==> src/rtl/xsleenacore_mcu_latch.sv <==
// Main-CPU <-> MCU mailbox: two 8-bit latches with pending/ready handshake flags,
// plus an MCU reset pulse generator that the main CPU can (re)trigger.
module xsleenacore_mcu_latch #(
    parameter int unsigned RESET_CYCLES = 16
) (
    input  logic       clk,
    input  logic       RST,
    input  logic       W3A0En,
    input  logic       R3A04n,
    input  logic       R3A06n,
    input  logic [7:0] DB_in,
    output logic [7:0] MCU_TO_MAIN,
    input  logic [7:0] MCU_PA_in,
    output logic [7:0] MCU_PA_out,
    input  logic       MCU_RDn,
    input  logic       MCU_WRn,
    output logic       P5READn,
    output logic       P5ACCEPTn,
    output logic       MCU_IRQn,
    output logic       MCU_RESETn
);

    typedef enum logic {RUN, HOLD} state_t;

    localparam logic [7:0] RELOAD = RESET_CYCLES[7:0];

    state_t     state_q, state_d;
    logic [7:0] cnt_q, cnt_d;

    logic       w3a0en_p1, r3a04n_p1, r3a06n_p1, mcu_rdn_p1, mcu_wrn_p1;
    logic [7:0] main_stage, mcu_stage;
    logic [7:0] pa_out_q, to_main_q;
    logic       main_pending, mcu_ready;
    logic       main_pending_d, mcu_ready_d;

    logic       main_wr_rise, main_rd_rise, mcu_rst_fall, mcu_rd_rise, mcu_wr_rise;
    logic       in_hold;

    assign main_wr_rise = ~w3a0en_p1 & W3A0En;
    assign main_rd_rise = ~r3a04n_p1 & R3A04n;
    assign mcu_rst_fall = r3a06n_p1 & ~R3A06n;
    assign in_hold      = (state_q == HOLD);
    // MCU-side strobes are dead while the MCU itself is held in reset.
    assign mcu_rd_rise  = ~mcu_rdn_p1 & MCU_RDn & ~in_hold;
    assign mcu_wr_rise  = ~mcu_wrn_p1 & MCU_WRn & ~in_hold;

    always_comb begin
        state_d = state_q;
        cnt_d   = cnt_q;
        if (mcu_rst_fall) begin
            state_d = HOLD;
            cnt_d   = RELOAD;
        end else if (in_hold) begin
            cnt_d = cnt_q - 8'd1;
            if (cnt_q <= 8'd1) begin
                state_d = RUN;
                cnt_d   = 8'd0;
            end
        end
    end

    // A set in the same cycle as any clear keeps the flag set.
    always_comb begin
        main_pending_d = main_pending;
        mcu_ready_d    = mcu_ready;
        if (mcu_rd_rise || mcu_rst_fall) main_pending_d = 1'b0;
        if (main_wr_rise)                main_pending_d = 1'b1;
        if (main_rd_rise || mcu_rst_fall) mcu_ready_d   = 1'b0;
        if (mcu_wr_rise)                  mcu_ready_d   = 1'b1;
    end

    always_ff @(posedge clk) begin
        if (RST) begin
            state_q      <= HOLD;
            cnt_q        <= RELOAD;
            w3a0en_p1    <= 1'b1;
            r3a04n_p1    <= 1'b1;
            r3a06n_p1    <= 1'b1;
            mcu_rdn_p1   <= 1'b1;
            mcu_wrn_p1   <= 1'b1;
            main_stage   <= 8'hFF;
            mcu_stage    <= 8'hFF;
            pa_out_q     <= 8'hFF;
            to_main_q    <= 8'hFF;
            main_pending <= 1'b0;
            mcu_ready    <= 1'b0;
        end else begin
            state_q      <= state_d;
            cnt_q        <= cnt_d;
            w3a0en_p1    <= W3A0En;
            r3a04n_p1    <= R3A04n;
            r3a06n_p1    <= R3A06n;
            mcu_rdn_p1   <= MCU_RDn;
            mcu_wrn_p1   <= MCU_WRn;
            main_pending <= main_pending_d;
            mcu_ready    <= mcu_ready_d;
            if (!W3A0En)  main_stage <= DB_in;
            if (!MCU_WRn) mcu_stage  <= MCU_PA_in;
            if (main_wr_rise) pa_out_q  <= main_stage;
            if (mcu_wr_rise)  to_main_q <= mcu_stage;
        end
    end

    assign MCU_PA_out  = pa_out_q;
    assign MCU_TO_MAIN = to_main_q;
    assign P5ACCEPTn   = main_pending;
    assign MCU_IRQn    = ~main_pending;
    assign P5READn     = ~mcu_ready;
    assign MCU_RESETn  = (state_q == RUN);

endmodule

==> config.mk <==
export PLATFORM = sky130hd
export DESIGN_NAME = xsleenacore_mcu_latch
export DESIGN_NICKNAME = d
export VERILOG_FILES = /design/src/rtl/xsleenacore_mcu_latch.sv
export SDC_FILE = /design/constraint.sdc
export NUM_CORES = 1
export LEC_CHECK = 0
export CAP_MARGIN = 20
export CORE_ASPECT_RATIO = 0.5
export CORE_MARGIN = 10
export CORE_UTILIZATION = 35
export CTS_CLUSTER_DIAMETER = 200
export DETAILED_ROUTE_END_ITERATION = 8
export GPL_TIMING_DRIVEN = 1
export SYNTH_ARGS = -nofsm -noshare
export SYNTH_HDL_FRONTEND = slang
export SYNTH_SLANG_ARGS = --single-unit
==> constraint.sdc <==
create_clock -name clk -period 2.15 [get_ports clk]
set_input_delay 0.645 -clock clk [delete_from_list [all_inputs] [get_ports clk]]
set_output_delay 0.645 -clock clk [all_outputs]
set_load 0.02 [all_outputs]
==> results.txt, run 1 <==
----------------------------------------------------
[Status]
  Outcome ... complete, no violations

[Placed design]
  Number of buffers inserted by port buffering ... 42
  Number of instances in the placed design ... between 200 and 300
  Post-detailed-placement half-perimeter wirelength ... ~2.8 mm
  Placed inst area ... approximately 0.0024 mm2
  Final RePlAce weighted congestion ... slightly above 0.7

[Worst hold path]
  Hold Path Class ... reg -> reg
  Startpoint of the most critical hold path ... mcu_stage[5]$_SDFFE_PP1N_
  Worst Hold Depth ... 1
  End of the worst hold path ... MCU_TO_MAIN[5]$_SDFFE_PP1P_

[Floorplanning]
  Starting density of the core ... 37.1%
  Die area ... between 0.008 and 0.009 mm2
  X dimension of the die ... roughly 120 um
  Height of the die ... 71.7 um
  Placeable core area ... between 0.005 and 0.006 mm2
  Top-Level Pins ... 43
  Number of placement rows ... 18

[Logic synthesis]
  Mux share of post-synthesis cell area ... 0%
  Portion of the post-synthesis area used by sequential elements ... around 51%
  Largest family of logic cells by synthesized area ... compound AO/OA/AOI/OAI gates
  Yosys synthesis warning count ... 0
  Synthesized flop and latch total ... 48
  Distinct cell type count of the synthesized netlist ... 33
  Post-synthesis xor/xnor area fraction ... less than 1%
  Simple-gate share of the synthesized area ... between 20% and 30%
  Nets in the synthesized netlist ... 202
  Synthesized-area fraction occupied by adder cells ... under 10%
  Area fraction in compound gates after synthesis ... between 20% and 30%
  Gate count of the mapped netlist ... 177
  Mapped Area ... 0.00187 mm2
  Avg Inst Size Synth ... around 11 um2

[Layout]
  Number of nets in the layout ... roughly 250
  Finished Core Util ... just under 50%
  Fraction of final layout cells sized beyond drive strength 1 ... approximately 12%
  Most frequent standard cell in the layout excluding fill and tap cells ... sky130_fd_sc_hd__dfxtp_1
  Antenna diode count ... 0
  Area growth from synthesis to final layout ... 33.5%
  Final standard cell count with taps included and fillers excluded ... ~290
  Commonest non-fill, non-tap cells in the layout ... sky130_fd_sc_hd__dfxtp_1 (48), sky130_fd_sc_hd__clkdlybuf4s50_1 (42), sky130_fd_sc_hd__nor2b_1 (35)
  Final design area excluding fillers ... around 0.0025 mm2

[STA]
  Final setup violation count ... 0
  Ratio of final minimum period to clock period ... 93.8%
  RSZ-0062 raised after global routing ... false
  Maximum clock frequency ... roughly 500 MHz
  Slew of the pin with the lowest slew margin ... slightly above 0.6 ns
  Final worst clock skew ... slightly below 0.005 ns
  Fin. max-slew vios ... 0
  Total negative setup slack ... 0 ns
  Worst slew slack as a fraction of its limit ... about 59%
  Hold Vio Cnt, Final ... 0
  Post-route worst hold slack ... 0.469 ns
  Final min period ... between 2 and 2.5 ns

[Setup path]
  R2r setup slk ... about 0.38 ns
  Crit Reg-Reg Endpoint ... cnt_q[4]$_SDFFE_PP1P_
  Required time of the critical path ... approximately 1.5 ns
  Category of the most critical setup path ... reg -> out
  Worst setup SP type ... flop
  Reg2Reg Depth ... 3
  CP Max Fanout ... 4
  Data arrival, critical path ... roughly 1.4 ns
  Startpoint of the worst register-to-register path ... cnt_q[4]$_SDFFE_PP1P_
  Worst Setup End Kind ... output port
  Critical path origin ... in_hold$_SDFF_PP1_

[CTS]
  Cell at the root of the clock tree ... sky130_fd_sc_hd__clkbuf_8
  Hold_buf cts ... 0
  Number of buffers created by CTS ... 5
  Source-to-sink clock delay at the later pin of the worst-skew pair ... 0.29 ns
  Number of setup buffers added after CTS ... 0
  CTS tree ... yes
  Clock transition at the registers of the reported paths ... approximately 0.080 ns
  Count of H-tree levels built during CTS ... 2
  Clock net sink count ... 48
  Buffer depth of the longest clock path ... 2
  Count of instances resized after the clock tree is built ... 0

[Routing]
  Violation count after the first detailed-routing iteration ... 49
  Number of detailed-route iterations in the first pass ... 4
  Remaining antenna violation count after routing ... 0
  Avg WL per Cell ... 12.9 um
  Wire length reported by the detailed router ... approximately 3.8 mm
  # DRC ... 0
  Vias after detailed routing ... roughly 1.4k
  Detail-routed via count per cell ... 4.72

[Pwr]
  Maximum vdd drop ... approximately 0.31 mV
  Static leakage power ... just over 0.0009 uW
  Power per unit of standard cell area ... 778 mW/mm2

[Global route]
  Number of global-route vias before repair ... about 1.3k
  GRT overflow ... 0
  Largest net degree at the start of global routing ... 23
  Wire length of the first global-routing pass ... approximately 6.3 mm
  Overall track demand over capacity in global routing ... approximately 9%
  Number of antenna violations at the first check in global routing ... 0

[Run]
  Max_cap viols ... 0

----------------------------------------------------
[critical path, cell delays in order, from the launching register on]
cell and delay [ns]:
sky130_fd_sc_hd__dfxtp_1 0.34, sky130_fd_sc_hd__inv_1 0.12, sky130_fd_sc_hd__clkdlybuf4s50_1 0.62
[how the worst max path moves through the flow]
| stage | endpoint | cells after the start | slack [ns] |
|---|---|---|---|
| after floorplan | MCU_PA_out[6]$_SDFFE_PP1P_ | 4 | 0.42 |
| after detailed placement | P5ACCEPTn$_SDFFE_PP0P_ | 4 | 0.18 |
| after CTS | MCU_RESETn | 2 | 0.12 |
| after global routing | MCU_RESETn | 2 | 0.05 |
| after global placement | MCU_TO_MAIN[6]$_SDFFE_PP1P_ | 5 | 0.22 |
| final | MCU_RESETn | 2 | 0.13 |
[power by group]
group	switching (uW)	leakage (uW)	total [uW]	internal, uW
clock	289	0.0000552	634	345
sequential	44.1	0.000396	993	949
combinational	139	0.000473	317	178
total	472	0.000925	1940	1470
[kinds of logic after synthesis]
family | Yosys count
compound gates | 48
xor+xnor | 1
fa+ha+maj | 2
buf+inv | 18
flops | 48
simple gates | 60
[flip-flops by register name, summed over array words and instances, names as in the netlist]
register	count
MCU_PA_out	8
MCU_TO_MAIN	8
P5ACCEPTn	1
cnt_q	8
in_hold	1
main_stage	8
mcu_rdn_p1	1
mcu_ready	1
mcu_stage	8
mcu_wrn_p1	1
r3a04n_p1	1
r3a06n_p1	1
w3a0en_p1	1
[Yosys cell counts]
library cell                instances  share of area (%)
sky130_fd_sc_hd__ha_1               2                1.3
sky130_fd_sc_hd__nor4_1             2               0.67
sky130_fd_sc_hd__nand2_1            3               0.60
sky130_fd_sc_hd__a211oi_1           2               0.80
sky130_fd_sc_hd__or4b_4             1               0.74
sky130_fd_sc_hd__or2_2              6                2.0
sky130_fd_sc_hd__o21ai_0            1               0.27
sky130_fd_sc_hd__or4_1              2               0.80
sky130_fd_sc_hd__a21oi_1            2               0.53
sky130_fd_sc_hd__buf_6              1               0.60
sky130_fd_sc_hd__inv_1              7                1.4
sky130_fd_sc_hd__or3b_1             1               0.47
sky130_fd_sc_hd__nor4b_1            1               0.47
sky130_fd_sc_hd__nor3_1             3               0.80
sky130_fd_sc_hd__nor3b_1            1               0.40
sky130_fd_sc_hd__a211o_1           33                 15
sky130_fd_sc_hd__dfxtp_1           48                 51
sky130_fd_sc_hd__or4_4              1               0.60
sky130_fd_sc_hd__a21o_1             1               0.40
sky130_fd_sc_hd__a31o_2             1               0.47
sky130_fd_sc_hd__nand4bb_1          1               0.60
sky130_fd_sc_hd__o2bb2ai_1          1               0.47
sky130_fd_sc_hd__clkbuf_1          10                2.0
sky130_fd_sc_hd__a2111o_1           1               0.60
sky130_fd_sc_hd__nor2b_1           35                 12
sky130_fd_sc_hd__and2_1             1               0.33
sky130_fd_sc_hd__nor2_1             1               0.20
sky130_fd_sc_hd__nor3b_2            1               0.67
sky130_fd_sc_hd__o31ai_1            2               0.80
sky130_fd_sc_hd__xor2_1             1               0.47
sky130_fd_sc_hd__o32ai_1            1               0.47
sky130_fd_sc_hd__o21ba_2            2                1.1
sky130_fd_sc_hd__o2111ai_1          1               0.47
[metrics by stage]
step                total power, uW  worst slack [ns]
floorplan                      1220             0.419
global placement               1330             0.220
global route                   2050            0.0466
detailed placement             1330             0.178
CTS                            1970             0.116
finish                         1940             0.133
[layer usage]
metal  up-vias  track usage, %  wire (um)
li1        728               -          -
met2        19            14.2       1820
met1       637            10.5       1790
met3         4            2.97        154
met4         0            3.47         39
met5         -               0          0
[final cells by class]
class | instances | area, um2
Timing Repair Buffer | 50 | 480
Multi-Input combinational cell | 111 | 836
Sequential cell | 48 | 961
Tap cell | 70 | 87.6
Inverter | 7 | 26.3
Clock buffer | 6 | 72.6
Clock inverter | 2 | 35.0
Fill cell | 477 | 2550
No activity file was read; power rests on OpenSTA's default activity.
==> run 2, diff against run 1 <==
--- a/config.mk
+++ b/config.mk
@@ -7,8 +7,9 @@
 export LEC_CHECK = 0
 export CAP_MARGIN = 20
 export CORE_ASPECT_RATIO = 0.5
-export CORE_MARGIN = 10
+export CORE_MARGIN = 4
 export CORE_UTILIZATION = 35
+export CTS_BUF_LIST = sky130_fd_sc_hd__clkbuf_8
 export CTS_CLUSTER_DIAMETER = 200
 export DETAILED_ROUTE_END_ITERATION = 8
 export GPL_TIMING_DRIVEN = 1
==> run 2 against run 1 <==
Sequential cell count stayed put. Clock skew hardly changed. Via count is 2.7% higher. Total power is 12% higher. Critical path type unchanged. Combinational power hardly changed.
==> results.txt, run 2 (synthesized netlist as in run 1, its figures left out) <==
----------------------------------------------------
[Routing]
  # DRC ... 0 (unchanged)
  Violation count after the first detailed-routing iteration ... 33 (was 49)
  Detail-routed via count per cell ... 4.85 (was 4.72)
  Remaining antenna violation count after routing ... 0 (unchanged)
  Number of detailed-route iterations in the first pass ... 4 (unchanged)
  Avg WL per Cell ... 12.6 um (was 12.9 um)
  Wire length reported by the detailed router ... 3.69 mm (was 3.80 mm)
  Vias after detailed routing ... 1426 (was 1388)

[Pwr]
  Cell-internal power ... 1710 uW (was 1470 uW)
  Clock power share ... 40.0% (was 32.6%)
  Static leakage power ... 0.000950 uW (was 0.000925 uW)
  Share of power burned in registers ... 45.5% (was 51.1%)
  Power per unit of standard cell area ... 852 mW/mm2 (was 778 mW/mm2)
  Switch share ... 21.8% (was 24.3%)
  Proportion of power drawn by combinational gates ... 14.5% (was 16.3%)
  Power spent charging and discharging nets ... 476 uW (was 472 uW)
  Maximum vdd drop ... 0.336 mV (was 0.315 mV)

[CTS]
  Cell at the root of the clock tree ... sky130_fd_sc_hd__clkbuf_8 (unchanged)
  CTS tree ... yes (unchanged)
  Clock net sink count ... 48 (unchanged)
  Source-to-sink clock delay at the later pin of the worst-skew pair ... 0.29 ns (about the same)
  Number of setup buffers added after CTS ... 0 (unchanged)
  Hold_buf cts ... 0 (unchanged)
  Number of buffers created by CTS ... 5 (unchanged)
  Buffer depth of the longest clock path ... 2 (unchanged)
  Count of instances resized after the clock tree is built ... 0 (unchanged)
  Count of H-tree levels built during CTS ... 2 (unchanged)
  Clock transition at the registers of the reported paths ... 0.09 ns (was 0.08 ns)

[Placed design]
  Number of instances in the placed design ... 286 (unchanged)
  Final RePlAce weighted congestion ... 0.751 (was 0.712)
  Number of buffers inserted by port buffering ... 42 (unchanged)
  Post-detailed-placement half-perimeter wirelength ... 2.61 mm (was 2.80 mm)

[STA]
  Final setup violation count ... 0 (unchanged)
  Final min period ... 2.07 ns (was 2.02 ns)
  Maximum clock frequency ... 483 MHz (was 496 MHz)
  Hold Vio Cnt, Final ... 0 (unchanged)
  Slew of the pin with the lowest slew margin ... 0.603 ns (was 0.604 ns)
  Ratio of final minimum period to clock period ... 96.2% (was 93.8%)
  Total negative setup slack ... 0 ns (unchanged)
  Final worst clock skew ... 0.00518 ns (was 0.00495 ns)
  RSZ-0062 raised after global routing ... false (unchanged)
  Fin. max-slew vios ... 0 (unchanged)
  Worst slew slack as a fraction of its limit ... 59.2% (about the same)

[Status]
  Outcome ... complete, no violations (unchanged)

[Floorplanning]
  X dimension of the die ... 111 um (was 123 um)
  Die area ... 0.00665 mm2 (was 0.00885 mm2)
  Starting density of the core ... 37.1% (unchanged)
  Top-Level Pins ... 43 (unchanged)
  Placeable core area ... 0.00504 mm2 (unchanged)
  Height of the die ... 59.7 um (was 71.7 um)
  Number of placement rows ... 18 (unchanged)

[Global route]
  GRT busiest layer ... met2 (unchanged)
  Overall track demand over capacity in global routing ... 11.3% (was 8.79%)
  Number of global-route vias before repair ... 1362 (was 1335)
  GRT overflow ... 0 (unchanged)
  Wire length of the first global-routing pass ... 6.08 mm (was 6.31 mm)
  Largest net degree at the start of global routing ... 32 (was 23)
  Grt met2 use ... 20.1% (was 14.2%)
  Number of antenna violations at the first check in global routing ... 0 (unchanged)
  Met1 capacity usage during global routing ... 13.2% (was 10.5%)
  Met3 track demand over resource ... 3.84% (was 2.97%)

[Setup path]
  Category of the most critical setup path ... reg -> out (unchanged)
  Data arrival, critical path ... 1.42 ns (was 1.37 ns)
  Startpoint of the worst register-to-register path ... cnt_q[4]$_SDFFE_PP1P_ (unchanged)
  CP Max Fanout ... 7 (was 4)
  Worst Setup End Kind ... output port (unchanged)
  Critical path origin ... in_hold$_SDFF_PP1_ (unchanged)
  Required time of the critical path ... 1.50 ns (about the same)
  Worst setup SP type ... flop (unchanged)

[Run]
  Max_cap viols ... 0 (unchanged)

[Layout]
  Commonest non-fill, non-tap cells in the layout ... sky130_fd_sc_hd__dfxtp_1 (48), sky130_fd_sc_hd__clkdlybuf4s50_1 (42), sky130_fd_sc_hd__nor2b_1 (35) (unchanged)
  Area growth from synthesis to final layout ... 36.9% (was 33.5%)
  Number of fill cells in the layout ... 486 (was 477)
  Fraction of final layout cells sized beyond drive strength 1 ... 12.5% (was 12.1%)
  Final standard cell count with taps included and fillers excluded ... 294 (unchanged)
  Antenna diode count ... 0 (unchanged)
  Finished Core Util ... 50.8% (was 49.5%)
  Most frequent standard cell in the layout excluding fill and tap cells ... sky130_fd_sc_hd__dfxtp_1 (unchanged)
  Number of nets in the layout ... 248 (unchanged)

[Worst hold path]
  Hold Path Class ... reg -> reg (unchanged)
  Startpoint of the most critical hold path ... mcu_stage[4]$_SDFFE_PP1N_ (was mcu_stage[5]$_SDFFE_PP1N_)

----------------------------------------------------
## run 2: cell type report
cell class              count  area (um2)  area share, %
clock inverters             3        90.1           3.52
flip-flops and latches     48         961           37.5
multi-input cells         111         836           32.6
repair buffers             50         493           19.2
inverters                   7        26.3           1.03
clock buffers               5        68.8           2.69
well taps                  70        87.6           3.42
## run 2: worst paths after layout
check        cells past startpoint  slack [ns]                          end
max                              2        0.08                   MCU_RESETn
max reg2reg                      3        0.39        cnt_q[4]$_SDFFE_PP1P_
min reg2reg                      1        0.47  MCU_TO_MAIN[4]$_SDFFE_PP1P_
min                              1        0.47  MCU_TO_MAIN[4]$_SDFFE_PP1P_
## run 2: power by group through the flow
stage	Combinational (uW)	Sequential, uW	Clock (uW)
floorplan	202	1010	0
global placement	312	1010	0
detailed placement	319	1010	0
CTS	321	994	905
global route	353	1000	932
finish	317	994	874
## run 2: per-layer routing
metal | routed length [um] | part of all wire (%) | vias to the layer above
li1 | - | - | 731
met1 | 1730 | 47 | 673
met2 | 1750 | 47 | 18
met3 | 171 | 4.6 | 4
met4 | 43 | 1.2 | 0
met5 | 0 | 0 | -
## run 2: critical path: stages (launching register included)
cell and delay [ns]:
sky130_fd_sc_hd__dfxtp_1 0.38, sky130_fd_sc_hd__inv_1 0.14, sky130_fd_sc_hd__clkdlybuf4s50_1 0.62
## run 2: per-stage QoR
| stage | area, um2 | worst slack, ns | total power [uW] | hold WS (ns) |
|---|---|---|---|---|
| 3_5_place_dp | 2400 | 0.164 | 1330 | 0.452 |
| 4_1_cts | 2560 | 0.0542 | 2220 | 0.475 |
| 5_1_grt | 2560 | 0.0183 | 2290 | 0.489 |
| 3_3_place_gp | 2400 | 0.187 | 1320 | 0.446 |
| 6_report | 2560 | 0.0808 | 2180 | 0.468 |
| 2_1_floorplan | 1870 | 0.419 | 1220 | 0.437 |
==> run 3, diff against run 2 <==
--- a/config.mk
+++ b/config.mk
@@ -13,6 +13,7 @@
 export CTS_CLUSTER_DIAMETER = 200
 export DETAILED_ROUTE_END_ITERATION = 8
 export GPL_TIMING_DRIVEN = 1
+export SLEW_MARGIN = 20
 export SYNTH_ARGS = -nofsm -noshare
 export SYNTH_HDL_FRONTEND = slang
 export SYNTH_SLANG_ARGS = --single-unit
==> results of run 3 <==
The final DEF is identical to that of run 2; final timing and power are the same.
